==> src/rtl/pipe_ctrl_decoder.sv <==
// ============================================================================
// Module   : pipe_ctrl_decoder
// Brief    : Pipelined opcode-to-control decoder with stall/flush and a
//            return-shadow nullification counter. Optional macro
//            SPLIT_BUSA_EN decodes busD-to-busA independently of busB.
// Revision : 1.0 - initial release
// ============================================================================
`default_nettype none

module pipe_ctrl_decoder #(
  parameter int OPC_W      = 8,
  parameter int DEPTH      = 2,
  parameter int NILL_SLOTS = 2
) (
  input  logic             clk,
  input  logic             rst,
  input  logic             in_valid,
  input  logic [OPC_W-1:0] in_opc,
  output logic             in_ready,
  input  logic             stall,
  input  logic             flush,
  output logic             out_valid,
  output logic [OPC_W-1:0] out_opc,
  output logic             out_wr_rf,
  output logic             out_dst_valid,
  output logic             out_load,
  output logic             out_busd_to_b,
  output logic             out_busd_to_a,
  output logic             out_ret,
  output logic             out_nullified
);

  localparam int c_fw = OPC_W - 3;
  localparam int c_cw = $clog2(NILL_SLOTS + 1);

  logic [DEPTH-1:0] r_valid;
  logic [OPC_W-1:0] r_opc [DEPTH];
  logic [c_cw-1:0]  r_cnt;
  logic             r_wr_rf, r_dst_valid, r_load, r_busd_to_b, r_busd_to_a;
  logic             r_ret, r_nullified;

  logic             w_last_valid;
  logic [OPC_W-1:0] w_last_opc;
  logic             w_live, w_alu, w_ld, w_st, w_ctrl;
  logic [1:0]       w_cls;
  logic [c_fw-1:0]  w_func;
  logic             w_dec_wr_rf, w_dec_dst, w_dec_b, w_dec_a, w_dec_ret;
  logic             w_shadow, w_keep;

  // Decoding happens on whatever is about to enter the final stage.
  generate
    if (DEPTH == 1) begin : g_last_in_direct
      assign w_last_valid = in_valid;
      assign w_last_opc   = in_opc;
    end else begin : g_last_in_stage
      assign w_last_valid = r_valid[DEPTH-2];
      assign w_last_opc   = r_opc[DEPTH-2];
    end
  endgenerate

  always_comb begin
    w_live      = w_last_opc[OPC_W-1];
    w_cls       = w_last_opc[OPC_W-2 -: 2];
    w_func      = w_last_opc[c_fw-1:0];
    w_alu       = w_live & (w_cls == 2'b00);
    w_ld        = w_live & (w_cls == 2'b01);
    w_st        = w_live & (w_cls == 2'b10);
    w_ctrl      = w_live & (w_cls == 2'b11);
    w_dec_wr_rf = w_alu | w_ld | (w_ctrl & w_func[c_fw-1]);
    // All-ones func on an ALU op is the NOP: writes nothing meaningful.
    w_dec_dst   = w_dec_wr_rf & ~(w_alu & (&w_func));
    w_dec_b     = w_st | (w_alu & w_func[c_fw-2]);
`ifdef SPLIT_BUSA_EN
    w_dec_a     = (w_st & w_func[0]) | (w_alu & w_func[c_fw-3]);
`else
    w_dec_a     = w_dec_b;
`endif
    w_dec_ret   = w_ctrl & (w_func == '0);
  end

  assign w_shadow = (r_cnt != '0);
  assign w_keep   = w_last_valid & ~w_shadow;

  always_ff @(posedge clk) begin
    if (rst) begin
      r_valid <= '0;
      for (int i = 0; i < DEPTH; i++) r_opc[i] <= '0;
      r_cnt       <= '0;
      r_wr_rf     <= 1'b0;
      r_dst_valid <= 1'b0;
      r_load      <= 1'b0;
      r_busd_to_b <= 1'b0;
      r_busd_to_a <= 1'b0;
      r_ret       <= 1'b0;
      r_nullified <= 1'b0;
    end else if (flush) begin
      r_valid     <= '0;
      r_cnt       <= '0;
      r_wr_rf     <= 1'b0;
      r_dst_valid <= 1'b0;
      r_load      <= 1'b0;
      r_busd_to_b <= 1'b0;
      r_busd_to_a <= 1'b0;
      r_ret       <= 1'b0;
      r_nullified <= 1'b0;
    end else if (!stall) begin
      r_valid[0] <= in_valid;
      r_opc[0]   <= in_opc;
      for (int i = 1; i < DEPTH; i++) begin
        r_valid[i] <= r_valid[i-1];
        r_opc[i]   <= r_opc[i-1];
      end
      r_wr_rf     <= w_keep & w_dec_wr_rf;
      r_dst_valid <= w_keep & w_dec_dst;
      r_load      <= w_keep & w_ld;
      r_busd_to_b <= w_keep & w_dec_b;
      r_busd_to_a <= w_keep & w_dec_a;
      r_ret       <= w_keep & w_dec_ret;
      r_nullified <= w_last_valid & w_shadow;
      // Bubbles leave the counter alone; a ret inside the shadow never reloads.
      if (w_last_valid) begin
        if (w_shadow)
          r_cnt <= r_cnt - 1'b1;
        else if (w_dec_ret)
          r_cnt <= c_cw'(NILL_SLOTS);
      end
    end
  end

  assign in_ready      = ~stall;
  assign out_valid     = r_valid[DEPTH-1];
  assign out_opc       = r_opc[DEPTH-1];
  assign out_wr_rf     = r_wr_rf;
  assign out_dst_valid = r_dst_valid;
  assign out_load      = r_load;
  assign out_busd_to_b = r_busd_to_b;
  assign out_busd_to_a = r_busd_to_a;
  assign out_ret       = r_ret;
  assign out_nullified = r_nullified;

endmodule

`default_nettype wire
==> config.mk <==
export PLATFORM = sky130hd
export DESIGN_NAME = pipe_ctrl_decoder
export DESIGN_NICKNAME = d
export VERILOG_FILES = /design/src/rtl/pipe_ctrl_decoder.sv
export SDC_FILE = /design/constraint.sdc
export NUM_CORES = 1
export LEC_CHECK = 0
export BUFFER_PORTS_ARGS = -buffer_cell sky130_fd_sc_hd__clkbuf_2
export CAP_MARGIN = 20
export CORE_ASPECT_RATIO = 1.1
export CORE_MARGIN = 3
export CORE_UTILIZATION = 40
export CTS_BUF_LIST = sky130_fd_sc_hd__clkbuf_8
export CTS_CLUSTER_DIAMETER = 40
export CTS_CLUSTER_SIZE = 25
export DETAILED_ROUTE_END_ITERATION = 6
export GPL_TIMING_DRIVEN = 0
export PLACE_DENSITY = 0.65
export SYNTH_ARGS = -nofsm -noshare
export SYNTH_HDL_FRONTEND = slang
export SYNTH_SLANG_ARGS = --single-unit
==> constraint.sdc <==
create_clock -name clk -period 1.35 [get_ports clk]
set_input_delay 0.0675 -clock clk [delete_from_list [all_inputs] [get_ports clk]]
set_output_delay 0.0675 -clock clk [all_outputs]
set_load 0.01 [all_outputs]
==> results.md <==
- Area Growth Syn to Fin: 20.1%
- Worst Path Arrival: 1430 ps
- Unrepaired setup endpoints after global routing: false
- CP Buf/Inv Count: 0
- Peak Freq: 0.799 GHz
- Post-synthesis average cell area: 11.7 um2
- Critical path's slowest cell: edfxtp_1
- Max-cap violations: 0
- Initial antenna violation count: 0
- Kind of critical path: register to register
- Initial DRC count: 30
- Mux cell area share after synthesis: 2.43%
- CTS tree: yes
- Worst slew margin: 48.3%
- Status: finished, final reports clean
- Max Clock Skew: 3.47 ps
- Adder-Cell Fraction of Synth Area: 2.03%
- Warnings, synthesis: 0
- P_leak: 0.680 nW
- Die area: 3790 um2
- Compound-Gate Fraction of Synth Area: 6.79%
- Combinational family with the most area after synthesis: simple AND/OR/NAND/NOR gates
- Worst Hold Class: primary input to register
- Gr usage total: 12.8%
- DP HPWL: 1710 um
- Clock sink count: 26
- Inst Count DP: 168
- Top-level I/O count: 30
- CTS Buf Count: 3
- Clock-pin slew on the worst setup and hold paths: 90 ps
- Die Ht: 64.3 um
- Part of the cycle the worst path needs: 92.7%
- Max incr delay on CP: 480 ps
- Sequential-to-total area share from yosys stat: 55.1%
- Post-synthesis register bit count: 26
- Synth Area in Simple Gates: 24.2%
- Dpl ws: -43.1 ps
- Crit path capture type: register
- Vias: 874
- Vias in the first global route: 891
- Fin nets: 156
- Largest net degree at the start of global routing: 17
- Root Driver: clkbuf_8
- Total grt overflow: 0
- Power Density: 1010 nW/um2
- Post-Route Setup TNS: 0 ps
- Power Total: 0.00150 W
- Post-synthesis cell type count: 33
- Final min period: 1250 ps
- Final Core Density: 52.0%
- N_diodes: 0
- Critical path cell sequence: and4b_1 > and2_1 > o221ai_1
- Required time of the critical path: 1530 ps
- XOR/XNOR Fraction of Synth Area: 0%
- Post-detailed-route DRC marker count: 0
- Row cnt: 20
- Setup WS post-layout: 98.0 ps
- Final Wtd Congestion: 0.763
- Clock buffer depth: 2
- VDD IR max: 647 uV
- Synthesized cell area: 1230 um2
- WL per Instance: 12.8 um
- Critical Path Fanout Max: 6
- Initial Util: 43.3%
- Least-Margin Pin Slew: 775 ps
- Max-slew violation count: 0
- Worst-Skew Late Latency: 270 ps
- CP delay by family, top: flip-flops
- Syn nets: 121
- ANT nets after route: 0
- Endpoints failing setup: 0
- Core area: 2850 um2
- Vias/cell: 5.05
- Die Width: 59.0 um
- First-pass GRT wire length: 3820 um
- Critical Path Start Type: register
- Routed WL: 2210 um
- Post-Syn Instances: 106
- Share of layout cells above drive strength 1: 39.3%
- Final hold violation count: 0
- Finished Layout Cells: 173
- Buffers added on ports: 29
- H-Tree Depth: 1
- DR pass1 iterations: 4
worst paths after layout:
check                                   to  cells past startpoint        start  slack, ps
worst min-delay path            r_valid[0]                      3     in_valid         40
worst max register to register    r_cnt[0]                      3  r_opc[0][6]        100
worst min register to register   out_wr_rf                      2    out_wr_rf        470
worst max-delay path              r_cnt[0]                      3  r_opc[0][6]        100
repair_timing:
| action | CTS | global route |
|---|---|---|
| hold buffers | 0 | 0 |
| gates cloned | 0 | 0 |
| pin swaps | 1 | 2 |
| endpoints found under the setup margin | 2 | 1 |
| setup buffers | 1 | 1 |
| resized for setup | 0 | 2 |
final cells by class:
class	count	area, um2
Multi-Input combinational cell	61	442
Inverter	4	15.0
Timing Repair Buffer	31	160
Buffer	14	96.3
Fill cell	273	1370
Clock buffer	3	41.3
Sequential cell	26	683
Clock inverter	1	3.75
Tap cell	33	41.3
routing by layer:
| metal | share of wire, % | wire [um] | global-route usage, % |
|---|---|---|---|
| met1 | 44 | 976 | 15.4 |
| met2 | 48 | 1070 | 22.4 |
| met3 | 5.9 | 131 | 2.63 |
| met4 | 1.3 | 29 | 4.25 |
| met5 | 0 | 0 | 0 |
Yosys cell counts:
library cell	number	area [um2]
a21bo_2	1	10.0
a21oi_1	2	10.0
a22oi_1	1	7.51
and2_1	1	6.26
and3_1	16	100
and4b_1	1	10.0
buf_2	1	5.00
buf_4	9	67.6
buf_6	1	11.3
clkbuf_1	2	7.51
clkbuf_2	2	10.0
dfxtp_1	10	200
edfxtp_1	16	480
ha_1	2	25.0
inv_1	4	15.0
mux2i_1	3	30.0
nand2_1	5	18.8
nand3_1	6	30.0
nand4_1	3	18.8
nand4b_1	1	8.76
nor2_1	5	18.8
nor2b_1	2	12.5
nor2b_4	1	13.8
nor4_4	1	21.3
nor4b_4	1	23.8
nor4bb_1	1	10.0
o2111ai_1	1	8.76
o21ai_0	1	5.00
o21ai_1	1	5.00
o21bai_1	1	7.51
o221ai_1	2	17.5
o31ai_2	1	12.5
or2_2	1	6.26
worst register-to-register path, stage by stage, from the launching register on:
cell and delay (ps):
edfxtp_1 480, and4b_1 280, and2_1 190, o221ai_1 210
per-stage QoR:
stage | hold WS [ps] | cell area (um2)
2_1_floorplan | 211 | 1240
3_3_place_gp | 308 | 1430
3_5_place_dp | 335 | 1430
4_1_cts | 46.5 | 1480
5_1_grt | 53.5 | 1480
6_report | 39.8 | 1480
registers in the layout (all words and copies together), names as in the netlist:
name	cells
r_cnt	2
out_busd_to_a	1
out_load	1
out_dst_valid	1
out_ret	1
out_nullified	1
out_wr_rf	1
r_opc	16
r_valid	2
power by group:
group	leakage, nW	internal (W)	switching, W	total (W)
Sequential	0.250	0.000880	0.0000287	0.000909
Combinational	0.404	0.0000741	0.0000731	0.000147
Clock	0.0269	0.000204	0.000236	0.000440
layout by cell type, fill, tap and decap left out, drive strengths merged:
cell type and count:
inv 5, clkbuf 35, mux2i 3, nand4 3, ha 2, o2111ai 1, nor2b 3, o221ai 2
nor4bb 1, buf 13, dfxtp 10, o21ai 2, o31ai 1, o21bai 1, and4b 1, nand4b 1
and3 16, or2 1, nor4b 1, edfxtp 16, nor2 5, a22oi 1, nor4 1, a21bo 1
and2 1, nand2 5, nand3 6, a21oi 2
cell families after synthesis:
group	Yosys count
compound gates	11
fa+ha+maj	2
buf+inv	19
flops	26
mux	3
simple gates	45
Note: power is estimated with default switching activity, not from simulation.
